### src/rtl/cpu_pkg.sv
// ---------------------------------------------------------------------------
// cpu_pkg
// Shared constants and types for the 5-stage 16-bit CPU pipeline.
//   WORD_W     : datapath / instruction width
//   NOP_INSTR  : bubble word inserted into pipeline registers
//   RESET_PC   : PC loaded on reset
//   fetch_state_e : fetch redirect state (RUN, PEND)
// ---------------------------------------------------------------------------
package cpu_pkg;

    localparam int          WORD_W    = 16;
    localparam logic [15:0] NOP_INSTR = 16'h0800;
    localparam logic [15:0] RESET_PC  = 16'h0000;

    // PEND means a redirect was taken while the bus was busy and the
    // delay slot has not been fetched yet.
    typedef enum logic {
        RUN  = 1'b0,
        PEND = 1'b1
    } fetch_state_e;

endpackage

### src/rtl/ifid_reg.sv
// ---------------------------------------------------------------------------
// ifid_reg
// Generic pipeline register holding {valid, instruction, pc}.
// Priority: hold_i > bubble_i > load_i; with none asserted it holds.
// A bubble clears valid and loads NOP_INSTR but keeps the stored pc.
// Ports:
//   clk, rst      : clock (rising edge), async active-low reset
//   hold_i        : keep current contents
//   bubble_i      : insert a NOP bubble
//   load_i        : capture instr_i / pc_i as a valid entry
//   instr_i, pc_i : incoming instruction and its pc value
//   valid_o, instr_o, pc_o : registered contents
// ---------------------------------------------------------------------------
module ifid_reg
    import cpu_pkg::*;
#(
    parameter int          W       = WORD_W,
    parameter logic [15:0] NOP_VAL = cpu_pkg::NOP_INSTR
) (
    input  logic         clk,
    input  logic         rst,
    input  logic         hold_i,
    input  logic         bubble_i,
    input  logic         load_i,
    input  logic [W-1:0] instr_i,
    input  logic [W-1:0] pc_i,
    output logic         valid_o,
    output logic [W-1:0] instr_o,
    output logic [W-1:0] pc_o
);

    logic         r_valid;
    logic [W-1:0] r_instr;
    logic [W-1:0] r_pc;

    always_ff @(posedge clk or negedge rst) begin
        if (!rst) begin
            r_valid <= 1'b0;
            r_instr <= W'(NOP_VAL);
            r_pc    <= '0;
        end else if (hold_i) begin
            r_valid <= r_valid;
        end else if (bubble_i) begin
            r_valid <= 1'b0;
            r_instr <= W'(NOP_VAL);
        end else if (load_i) begin
            r_valid <= 1'b1;
            r_instr <= instr_i;
            r_pc    <= pc_i;
        end
    end

    assign valid_o = r_valid;
    assign instr_o = r_instr;
    assign pc_o    = r_pc;

endmodule

### src/rtl/fetch_stage.sv
// ---------------------------------------------------------------------------
// fetch_stage
// IF stage: owns the PC, drives the combinational instruction memory and
// fills the IF/ID register. Handles decode stalls, instruction-bus conflicts
// (imem_wait_i) and branch/jump redirects with one delay slot.
// Optional macro: FETCH_PERF_EN adds fetch_cnt_o / bubble_cnt_o counters.
// Ports:
//   clk, rst          : clock (rising edge), async active-low reset
//   pc_o              : fetch address (registered PC)
//   instr_i           : instruction word at pc_o, same cycle
//   imem_wait_i       : bus used by data access; instr_i invalid
//   stall_i           : hold PC and IF/ID
//   redirect_i        : taken branch/jump pulse from ID
//   redirect_pc_i     : redirect target
//   ifid_valid_o, ifid_instr_o, ifid_pc_o : IF/ID contents (pc is PC+STEP)
//   fetch_cnt_o, bubble_cnt_o (FETCH_PERF_EN) : saturating event counters
// ---------------------------------------------------------------------------
module fetch_stage
    import cpu_pkg::*;
#(
    parameter logic [15:0] RESET_PC  = cpu_pkg::RESET_PC,
    parameter logic [15:0] PC_STEP   = 16'd1,
    parameter logic [15:0] NOP_INSTR = cpu_pkg::NOP_INSTR
) (
    input  logic        clk,
    input  logic        rst,
    output logic [15:0] pc_o,
    input  logic [15:0] instr_i,
    input  logic        imem_wait_i,
    input  logic        stall_i,
    input  logic        redirect_i,
    input  logic [15:0] redirect_pc_i,
    output logic        ifid_valid_o,
    output logic [15:0] ifid_instr_o,
    output logic [15:0] ifid_pc_o
`ifdef FETCH_PERF_EN
    ,
    output logic [15:0] fetch_cnt_o,
    output logic [15:0] bubble_cnt_o
`endif
);

    fetch_state_e r_state;
    fetch_state_e w_stateNext;
    logic [15:0]  r_pc;
    logic [15:0]  r_pendPc;
    logic [15:0]  w_pcNext;
    logic [15:0]  w_pendPcNext;
    logic [15:0]  w_pcInc;
    logic         w_advance;
    logic         w_bubble;

    assign w_advance = !stall_i && !imem_wait_i;
    assign w_bubble  = !stall_i &&  imem_wait_i;
    assign w_pcInc   = r_pc + PC_STEP;
    assign pc_o      = r_pc;

    always_ff @(posedge clk or negedge rst) begin
        if (!rst) begin
            r_state  <= RUN;
            r_pc     <= RESET_PC;
            r_pendPc <= 16'h0000;
        end else begin
            r_state  <= w_stateNext;
            r_pc     <= w_pcNext;
            r_pendPc <= w_pendPcNext;
        end
    end

    // A redirect seen during a bus bubble is parked in r_pendPc: the delay
    // slot at r_pc must still be fetched before jumping to the target.
    always_comb begin
        w_stateNext  = r_state;
        w_pcNext     = r_pc;
        w_pendPcNext = r_pendPc;
        if (w_bubble && redirect_i) begin
            w_pendPcNext = redirect_pc_i;
            w_stateNext  = PEND;
        end else if (w_advance) begin
            if (r_state == PEND) begin
                w_pcNext    = r_pendPc;
                w_stateNext = RUN;
            end else if (redirect_i) begin
                w_pcNext = redirect_pc_i;
            end else begin
                w_pcNext = w_pcInc;
            end
        end
    end

    ifid_reg #(
        .W       (16),
        .NOP_VAL (NOP_INSTR)
    ) u_ifid (
        .clk      (clk),
        .rst      (rst),
        .hold_i   (stall_i),
        .bubble_i (w_bubble),
        .load_i   (w_advance),
        .instr_i  (instr_i),
        .pc_i     (w_pcInc),
        .valid_o  (ifid_valid_o),
        .instr_o  (ifid_instr_o),
        .pc_o     (ifid_pc_o)
    );

`ifdef FETCH_PERF_EN
    logic [15:0] r_fetchCnt;
    logic [15:0] r_bubbleCnt;

    always_ff @(posedge clk or negedge rst) begin
        if (!rst) begin
            r_fetchCnt  <= 16'h0000;
            r_bubbleCnt <= 16'h0000;
        end else begin
            if (w_advance && (r_fetchCnt != 16'hFFFF))
                r_fetchCnt <= r_fetchCnt + 16'd1;
            if (w_bubble && (r_bubbleCnt != 16'hFFFF))
                r_bubbleCnt <= r_bubbleCnt + 16'd1;
        end
    end

    assign fetch_cnt_o  = r_fetchCnt;
    assign bubble_cnt_o = r_bubbleCnt;
`endif

    // ID must not issue a second redirect before the parked one is taken.
    a_noRedirectInPend : assert property (
        @(posedge clk) disable iff (!rst)
        !((r_state == PEND) && redirect_i && !stall_i)
    );

endmodule

### config.mk
export PLATFORM = sky130hd
export DESIGN_NAME = fetch_stage
export DESIGN_NICKNAME = d
export VERILOG_FILES = /design/src/rtl/cpu_pkg.sv /design/src/rtl/ifid_reg.sv /design/src/rtl/fetch_stage.sv
export SDC_FILE = /design/constraint.sdc
export NUM_CORES = 1
export LEC_CHECK = 0
export BUFFER_PORTS_ARGS = -buffer_cell sky130_fd_sc_hd__buf_2
export CAP_MARGIN = 20
export CORE_MARGIN = 3
export CORE_UTILIZATION = 31
export CTS_BUF_LIST = sky130_fd_sc_hd__clkbuf_2 sky130_fd_sc_hd__clkbuf_4 sky130_fd_sc_hd__clkbuf_8
export CTS_CLUSTER_SIZE = 8
export DETAILED_ROUTE_END_ITERATION = 10
export GPL_TIMING_DRIVEN = 0
export PLACE_DENSITY = 0.49
export SETUP_SLACK_MARGIN = 0.3
export SLEW_MARGIN = 10
export SYNTH_ARGS = -nofsm -noshare
export SYNTH_HDL_FRONTEND = slang
export SYNTH_SLANG_ARGS = --single-unit
### constraint.sdc
create_clock -name clk -period 3.09 [get_ports clk]
set_input_delay 0.618 -clock clk [delete_from_list [all_inputs] [get_ports clk]]
set_output_delay 0.618 -clock clk [all_outputs]
set_load 0.005 [all_outputs]
==> flow_metrics.py, run 1 <==
metrics = {
    "run_status": {
        "outcome": "completed",
    },
    "sta": {
        "tns_ns": 0,
        "timing.final.crit_share_pct": 60.2,
        "fin_skew_ns": 0.00703,
        "fin_crit_ns": 1.86,
        "maxSlewViolCount": 0,
        "fin_ws_ns": 1.23,
        "hold_violations": 0,
        "max_slew.worst_pin.slew_ns": 0.643,
        "finalSetupViolCount": 0,
        "fmax_mhz": 537,
        "grt_setup_unrepaired": "no",
        "slew_headroom_pct": 57.1,
    },
    "worst_setup_path": {
        "cp-start-kind": "input pin",
        "required_ns": 3.29,
        "crit_family": "buffers and inverters",
        "cp_cell_sequence": "buf_2, buf_2, nor2_1, buf_2, clkbuf_1, o21ai_0, o2bb2ai_1",
        "critPathSlowestCell": "clkbuf_1",
        "path_max_fanout": 10,
        "max_stage_delay_ns": 0.41,
        "cp_data_arrival_time_ns": 2.06,
        "cp_num_buf_inv": 4,
        "criticalPathCategory": "in2reg",
        "cp_common_cell": "buf_2",
        "cp-end-kind": "flip-flop",
    },
    "clock_network": {
        "clk_pin_slew_worst_paths_ns": 0.07,
        "post_cts_buffers": 0,
        "cts_resized": 0,
        "cts_buffer_depth": 2,
        "cts.sink_count": 66,
        "h-tree-depth": 3,
        "clk_latency_ns": 0.34,
        "cts_hold_buf": 0,
        "cts_tree": "built",
        "numCtsBuffers": 9,
        "cts_root_buf": "clkbuf_8",
    },
    "floorplanning": {
        "core_mm2": 0.00986,
        "dieArea_mm2": 0.0115,
        "ioPinCount": 86,
        "die-height_um": 107,
        "start_util_pct": 32.1,
        "num_rows": 36,
        "die_width_um": 107,
    },
    "detailed_routing": {
        "drt-total-wl_mm": 8.93,
        "vias_per_cell": 4.96,
        "wl_per_cell_um": 16.5,
        "vias": 2689,
        "drc_errors": 0,
        "dr.pass1.iters": 4,
        "drtIter0Drc": 133,
        "ant_nets": 0,
    },
    "finish": {
        "layout_common_cells": "buf_2, dfrtp_1, nand2_1, o21ai_0, a22o_1",
        "diodes": 0,
        "nFillCells": 992,
        "syn_to_final_growth_pct": 28.0,
        "drive_gt1_share_pct": 33.3,
        "finalNetCount": 442,
        "final_common_cell": "buf_2",
    },
    "pwr": {
        "switching_share_pct": 29.4,
        "p_comb_share_pct": 21.9,
        "p_total_mw": 2.71,
        "p_int_mw": 1.92,
        "ir_drop_mv": 0.221,
        "power.switching_uw": 799,
        "p_seq_share_pct": 42.3,
        "p_leak_nw": 1.89,
        "clockPowerShare_pct": 35.7,
        "power_density_mw_per_mm2": 669,
    },
    "placed_design": {
        "place_ws_ns": 0.874,
        "io_buffer_count": 85,
        "dpl.hpwl_mm": 6.61,
        "globalplace.congestion": 0.781,
    },
    "global_routing": {
        "grt.overflow.total": 0,
        "grt_pass1_wl_mm": 14.6,
        "grt_start_max_net_pins": 51,
        "antenna_found_initial": 0,
        "first_global_vias": 2737,
        "track_usage_pct": 16.3,
    },
    "synthesis": {
        "synthDistinctLibCells": 52,
        "syn_nets": 345,
        "synth_top_family_by_area": "compound AO/OA/AOI/OAI gates",
        "yosysWarnings": 0,
        "synthArstFlopShare_pct": 100,
        "synth.yosys.seq_area_share_pct": 52.1,
        "ys.flop_type": "dfrtp_1",
        "yosys.area_share.adder_pct": 0.395,
        "synth-compound-area-share_pct": 18.5,
        "syn_avg_cell_area_um2": 10.3,
        "netlist_instances": 307,
        "synth_edf_count": 0,
        "synth_mux_area_share_pct": 5.96,
        "synthesis.area_mm2": 0.00317,
        "synth_xor_area_share_pct": 2.76,
        "synth-simple-area-share_pct": 16.5,
        "ys_ff_latch": 66,
    },
    "hold_path": {
        "hp-class": "in2async",
    },
    "run": {
        "drv_cap": 0,
    },
}
## synth_stat cells (3+ instances only)
library cell / instances / area share (%)
a21oi_1: 14 / 2.2
mux2_2: 15 / 5.3
a211o_1: 3 / 0.83
xnor2_1: 5 / 1.4
nor3_1: 3 / 0.47
buf_1: 4 / 0.47
nand2_1: 42 / 5.0
and3_1: 3 / 0.59
nand3_1: 6 / 0.95
a211oi_1: 3 / 0.71
dfrtp_1: 65 / 51
nand4_1: 6 / 1.2
o2bb2ai_1: 3 / 0.83
nor2_1: 13 / 1.5
a22oi_1: 4 / 0.95
inv_1: 6 / 0.71
clkbuf_1: 9 / 1.1
o21ai_0: 24 / 3.8
xor2_1: 5 / 1.4
nor4_2: 4 / 1.6
o21ai_1: 6 / 0.95
a22o_1: 16 / 4.4
buf_2: 8 / 1.3
## cell families after synthesis
family / count (synthesis)
xor gates and xnor gates: 10
DFF: 66
muxes: 17
adders and majority gates: 1
and+or+nand+nor: 96
buffers and inverters: 29
AOI/OAI and AO/OA: 88
## cell type report
type | instances | area (µm²) | area share (%)
clock buffers | 9 | 124 | 3.05
repair buffers | 86 | 455 | 11.2
inverters | 7 | 26.3 | 0.648
flip-flops and latches | 66 | 1650 | 40.7
plain buffers | 22 | 93.8 | 2.31
well taps | 133 | 166 | 4.10
multi-input cells | 212 | 1400 | 34.4
clock inverters | 7 | 141 | 3.48
## metrics by stage
step           utilization, %  instance area (µm²)  cells  hold WS [ns]
2_1_floorplan               -                 3170    307         0.322
3_3_place_gp             38.1                 3760    525         0.458
3_5_place_dp             38.4                 3790    526         0.467
4_1_cts                  41.1                 4060    542         0.138
5_1_grt                  41.1                 4060    542         0.143
6_report                 41.1                 4060    542         0.140
## power by group through the flow
stage	clock [mW]	sequential (mW)	combinational [mW]
after floorplan	0	1.16	0.334
after global placement	0	1.16	0.595
after detailed placement	0	1.17	0.608
after CTS	0.995	1.15	0.608
after global routing	1.04	1.18	0.677
final	0.970	1.15	0.596
## sequential cells by signal, summed over array words and instances (netlist names)
| register | count |
|---|---|
| pc_o | 16 |
| r_pendPc | 16 |
| u_ifid.instr_o | 16 |
| u_ifid.pc_o | 16 |
| r_state | 1 |
| u_ifid.valid_o | 1 |
## final timing paths
check                                           start                             end  slack [ns]  depth (start not counted)
setup / recovery                              stall_i             pc_o[9]$_DFFE_PN0P_        1.23                          7
hold / removal                                    rst      u_ifid.pc_o[4]$_DFFE_PN0P_        0.14                          1
hold reg to reg            u_ifid.pc_o[8]$_DFFE_PN0P_      u_ifid.pc_o[8]$_DFFE_PN0P_        0.47                          2
min in group clk           u_ifid.pc_o[8]$_DFFE_PN0P_      u_ifid.pc_o[8]$_DFFE_PN0P_        0.47                          2
max in group asynchronous                         rst  u_ifid.instr_o[11]$_DFFE_PN1P_        2.38                          2
setup reg to reg                  pc_o[0]$_DFFE_PN0P_            pc_o[12]$_DFFE_PN0P_        1.28                          5
## per-layer routing
layer / track usage, % / vias to the layer above / share of wire (%)
met3: 3.67 / 9 / 6.9
met5: 0 / - / 0
li1: - / 1308 / -
met4: 6.30 / 0 / 1.2
met1: 23.5 / 1276 / 48
met2: 23.7 / 96 / 44
Power figures use the tool's default switching activity.
==> inputs of run 2 (changes only) <==
==> constraint.sdc (replaced) <==
create_clock -name clk -period 1.9 [get_ports clk]
set_input_delay 0.38 -clock clk [delete_from_list [all_inputs] [get_ports clk]]
set_output_delay 0.38 -clock clk [all_outputs]
set_load 0.005 [all_outputs]
==> run 2 against run 1 <==
  * Hold slack gained 0.11 ns
  * Worst setup slack worse by 0.91 ns
  * Global-route usage grew 0.089 points
  * Via count is 1.3% higher
  * Critical path type is now reg2reg
  * Register-to-register slack worse by 0.96 ns
  * Sequential cell count unchanged
  * Combinational power increased by 76%
  * Clock power rose by 63%
  * Core utilization increased by 1.6 points
  * Cell count rose by 1.1%
  * Die area is the same
  * Final area rose by 4.0%
==> flow_metrics.py, run 2 (same netlist as run 1, synthesis figures left out) <==
metrics = {
    "detailed_routing": {
        "wl_per_cell_um": 16.5,
        "vias_per_cell": 4.97,
        "drc_errors": 0,
        "drtIter0Drc": 150,
        "drt-total-wl_mm": 9.04,
        "ant_nets": 0,
        "dr.pass1.iters": 4,
        "vias": 2723,
    },
    "clock_network": {
        "cts.sink_count": 66,
        "cts_buffer_depth": 2,
        "numCtsBuffers": 9,
        "clk_latency_ns": 0.34,
        "cts_root_buf": "clkbuf_8",
        "cts_tree": "built",
        "h-tree-depth": 3,
        "clk_pin_slew_worst_paths_ns": 0.08,
    },
    "worst_setup_path": {
        "path_max_fanout": 8,
        "cp_cell_sequence": "nand4_4, nor4_4, buf_4, o21ai_1, a211o_1",
        "criticalPathCategory": "reg2reg",
        "cp_data_arrival_time_ns": 1.81,
        "critPathSlowestCell": "dfrtp_1",
        "cp-end-kind": "flip-flop",
        "required_ns": 2.13,
        "max_stage_delay_ns": 0.58,
        "cp-start-kind": "flip-flop",
    },
    "run_status": {
        "outcome": "completed",
    },
    "global_routing": {
        "antenna_found_initial": 0,
        "first_global_vias": 2759,
        "grt_pass1_wl_mm": 14.6,
        "track_usage_pct": 16.4,
        "grt.overflow.total": 0,
        "grt_start_max_net_pins": 51,
    },
    "sta": {
        "maxSlewViolCount": 0,
        "hold_violations": 0,
        "slew_headroom_pct": 57.2,
        "hold_slack_ns": 0.246,
        "fmax_mhz": 632,
        "max_slew.worst_pin.slew_ns": 0.641,
        "fin_ws_ns": 0.317,
        "fin_skew_ns": 0.00678,
        "grt_setup_unrepaired": "yes",
        "timing.final.crit_share_pct": 83.3,
        "fin_crit_ns": 1.58,
        "finalSetupViolCount": 0,
    },
    "finish": {
        "layout_common_cells": "buf_2, dfrtp_1, nand2_1, o21ai_0, a22o_1",
        "nFillCells": 986,
        "finalNetCount": 448,
        "drive_gt1_share_pct": 38.6,
        "multiInputGateArea_mm2": 0.00149,
        "final_common_cell": "buf_2",
        "final-seq-area_mm2": 0.00166,
        "diodes": 0,
        "syn_to_final_growth_pct": 33.1,
    },
    "hold_path": {
        "hp-class": "in2reg",
    },
    "floorplanning": {
        "core_mm2": 0.00986,
        "num_rows": 36,
        "die-height_um": 107,
        "die_width_um": 107,
        "dieArea_mm2": 0.0115,
        "start_util_pct": 32.1,
        "ioPinCount": 86,
    },
    "placed_design": {
        "io_buffer_count": 85,
        "globalplace.congestion": 0.781,
        "place_ws_ns": -0.0780,
        "dpl.hpwl_mm": 6.61,
    },
    "pwr": {
        "p_leak_nw": 1.99,
        "ir_drop_mv": 0.372,
        "power_density_mw_per_mm2": 1070,
    },
    "run": {
        "drv_cap": 0,
    },
}
run 2: worst paths after layout:
path / startpoint / endpoint / slack (ns) / cells past startpoint
max: pc_o[6]$_DFFE_PN0P_ / pc_o[15]$_DFFE_PN0P_ / 0.32 / 5
min: instr_i[14] / u_ifid.instr_o[14]$_DFFE_PN0P_ / 0.25 / 2
max reg2reg: pc_o[6]$_DFFE_PN0P_ / pc_o[15]$_DFFE_PN0P_ / 0.32 / 5
min reg2reg: u_ifid.pc_o[8]$_DFFE_PN0P_ / u_ifid.pc_o[8]$_DFFE_PN0P_ / 0.47 / 2
max in group asynchronous: rst / u_ifid.instr_o[11]$_DFFE_PN1P_ / 0.89 / 3
min in group asynchronous: rst / u_ifid.pc_o[4]$_DFFE_PN0P_ / 0.45 / 2
run 2: timing repair:
item | in CTS | in global routing
setup buffers | 3 | 2
endpoints found under the hold margin | 16 | 0
hold buffers | 1 | 0
pin swaps | 4 | 7
endpoints found under the setup margin | 15 | 21
gates resized for setup | 11 | 26
run 2: final cells by class:
class                   instances  share of cell area (%)
flip-flops and latches         66                    39.3
multi-input cells             212                    35.2
repair buffers                 92                    12.0
well taps                     133                    3.94
clock inverters                 7                    3.35
clock buffers                   9                    2.94
plain buffers                  22                    2.64
inverters                       7                   0.623
run 2: worst max-delay path: cells and delay by family (launching register included):
kind,cells,cell delay [ns]
AOI/OAI and AO/OA,2,0.34
buffers and inverters,1,0.19
DFF,1,0.58
and+or+nand+nor,2,0.36
run 2: through the flow:
stage	area, µm²	setup TNS, ns	total power, mW	cells	util [%]
2_1_floorplan	3170	0	2.42	307	-
3_3_place_gp	3760	-0.340	2.86	525	38.1
3_5_place_dp	3790	-0.384	2.89	526	38.4
4_1_cts	4130	0	4.51	546	41.8
5_1_grt	4220	0	4.80	548	42.8
6_report	4220	0	4.52	548	42.8
run 2: routing by layer:
layer / share of wire [%] / up-vias / track usage [%]
met5: 0 / - / 0
met4: 1.5 / 0 / 6.30
met3: 7.3 / 13 / 3.67
met2: 44 / 103 / 23.9
met1: 47 / 1288 / 23.6
li1: - / 1319 / -
run 2: power breakdown:
| group | total, mW | internal, mW | switching [mW] |
|---|---|---|---|
| clock network | 1.58 | 1.00 | 0.579 |
| registers | 1.89 | 1.67 | 0.222 |
| logic | 1.05 | 0.500 | 0.551 |
| total | 4.52 | 3.17 | 1.35 |
==> inputs of run 3 (changes only) <==
==> constraint.sdc (replaced) <==
create_clock -name clk -period 1.6 [get_ports clk]
set_input_delay 0.32 -clock clk [delete_from_list [all_inputs] [get_ports clk]]
set_output_delay 0.32 -clock clk [all_outputs]
set_load 0.005 [all_outputs]
==> run 3 against run 2 <==
  * Sequential share of layout area down 3.2 points
  * Hold slack worse by 0.057 ns
  * Cell count up 5.1%
  * Largest power group unchanged
==> flow_metrics.py, run 3 (same netlist as run 1, synthesis figures left out) <==
metrics = {
    "sta": {
        "max_slew.worst_pin.slew_ns": 0.614,
        "tns_ns": 0,
        "slew_headroom_pct": 59.0,
        "hold_violations": 0,
        "timing.final.crit_share_pct": 96.6,
        "fin_skew_ns": 0.00717,
        "grt_setup_unrepaired": "yes",
        "finalSetupViolCount": 0,
        "maxSlewViolCount": 0,
        "fin_crit_ns": 1.55,
        "fmax_mhz": 647,
    },
    "detailed_routing": {
        "drtIter0Drc": 159,
        "vias_per_cell": 4.98,
        "drc_errors": 0,
        "ant_nets": 0,
        "vias": 2866,
        "dr.pass1.iters": 4,
        "wl_per_cell_um": 16.8,
        "drt-total-wl_mm": 9.66,
    },
    "placed_design": {
        "globalplace.congestion": 0.765,
        "dp.cells": 526,
        "io_buffer_count": 85,
        "dpl.hpwl_mm": 6.63,
    },
    "finish": {
        "diodes": 0,
        "fin_cells": 576,
        "final_common_cell": "buf_2",
        "nFillCells": 972,
        "syn_to_final_growth_pct": 45.5,
        "finalNetCount": 476,
        "drive_gt1_share_pct": 47.6,
        "layout_common_cells": "buf_2, dfrtp_1, nand2_1, buf_4, buf_6",
    },
    "floorplanning": {
        "core_mm2": 0.00986,
        "die-height_um": 107,
        "die_width_um": 107,
        "dieArea_mm2": 0.0115,
        "ioPinCount": 86,
        "start_util_pct": 32.1,
        "num_rows": 36,
    },
    "hold_path": {
        "whs_path_depth": 2,
        "hp-class": "in2reg",
        "min_from": "instr_i[1]",
        "hold_end": "u_ifid.instr_o[1]$_DFFE_PN0P_",
    },
    "global_routing": {
        "grt_start_max_net_pins": 48,
        "track_usage_pct": 17.2,
        "grt_pass1_wl_mm": 15.3,
        "grt.overflow.total": 0,
        "first_global_vias": 2814,
        "antenna_found_initial": 0,
    },
    "worst_setup_path": {
        "cp-end-kind": "flip-flop",
        "reg2reg_from": "pc_o[2]$_DFFE_PN0P_",
        "reg2reg_slack_ns": 0.05,
        "cp-start-kind": "flip-flop",
        "path_max_fanout": 7,
        "required_ns": 1.83,
        "worstReg2RegEnd": "u_ifid.pc_o[11]$_DFFE_PN0P_",
        "criticalPathCategory": "reg2reg",
        "r2r_cells": 7,
        "cp_data_arrival_time_ns": 1.77,
    },
    "pwr": {
        "power_density_mw_per_mm2": 1200,
        "p_leak_nw": 2.18,
        "p_total_mw": 5.52,
        "ir_drop_mv": 0.435,
    },
    "clock_network": {
        "clk_latency_ns": 0.34,
        "cts_root_buf": "clkbuf_8",
        "numCtsBuffers": 9,
        "h-tree-depth": 3,
        "cts_buffer_depth": 2,
        "cts_tree": "built",
        "cts.sink_count": 66,
        "clk_pin_slew_worst_paths_ns": 0.07,
    },
    "run": {
        "drv_cap": 0,
    },
    "run_status": {
        "outcome": "completed",
    },
}
==> run 3: how the worst max path moves through the flow <==
stage,from,endpoint,slack (ns)
3_5_place_dp,stall_i,u_ifid.pc_o[5]$_DFFE_PN0P_,-0.29
5_1_grt,pc_o[2]$_DFFE_PN0P_,u_ifid.pc_o[11]$_DFFE_PN0P_,-0.002
4_1_cts,pc_o[0]$_DFFE_PN0P_,u_ifid.pc_o[14]$_DFFE_PN0P_,0.05
2_1_floorplan,pc_o[2]$_DFFE_PN0P_,u_ifid.pc_o[11]$_DFFE_PN0P_,0.16
6_report,pc_o[2]$_DFFE_PN0P_,u_ifid.pc_o[11]$_DFFE_PN0P_,0.05
3_3_place_gp,rst,pc_o[0]$_DFFE_PN0P_,-0.29
==> run 3: cell type report <==
type / instances / area, µm² / area share [%]
Clock buffer: 10 / 138 / 2.98
Inverter: 7 / 30.0 / 0.651
Sequential cell: 66 / 1660 / 36.1
Timing Repair Buffer: 120 / 782 / 17.0
Tap cell: 133 / 166 / 3.61
Clock inverter: 6 / 90.1 / 1.95
Buffer: 22 / 156 / 3.39
Multi-Input combinational cell: 212 / 1590 / 34.4
==> run 3: worst max-delay path, cell delays in order, from the launching register on <==
cell and delay (ns):
dfrtp_1 0.39, buf_6 0.14, nand2_4 0.16, nor4_4 0.07, buf_4 0.15, buf_6 0.11, and3_4 0.15, a211o_1 0.25
==> run 3: metal layers <==
metal	wire (µm)	up-vias	track usage (%)
met5	0	-	0
met4	172	0	5.94
met2	4390	106	25.8
met1	4390	1363	24.4
li1	-	1380	-
met3	711	17	3.73
==> run 3: per-stage QoR <==
stage / utilization [%] / setup slack [ns] / instance area (µm²) / hold WS [ns]
2_1_floorplan: - / 0.163 / 3240 / 0.0244
3_3_place_gp: 38.8 / -0.294 / 3830 / 0.457
3_5_place_dp: 39.1 / -0.287 / 3860 / 0.230
4_1_cts: 43.7 / 0.0497 / 4310 / 0.174
5_1_grt: 46.8 / -0.00164 / 4610 / 0.179
6_report: 46.8 / 0.0537 / 4610 / 0.189
==> run 3: timing repair <==
| item | in CTS | in global routing |
|---|---|---|
| resized for setup | 25 | 52 |
| endpoints found under the setup margin | 58 | 58 |
| hold endpoints to repair | 19 | 0 |
| pin swaps | 15 | 30 |
| hold buffers | 1 | 0 |
| gates cloned | 0 | 0 |
| buffers inserted | 17 | 16 |
==> run 3: power by group <==
group	switching (mW)	total (mW)	leakage, nW	internal, mW
Combinational	0.803	1.67	1.26	0.871
Clock	0.679	1.60	0.112	0.922
Sequential	0.258	2.24	0.805	1.98
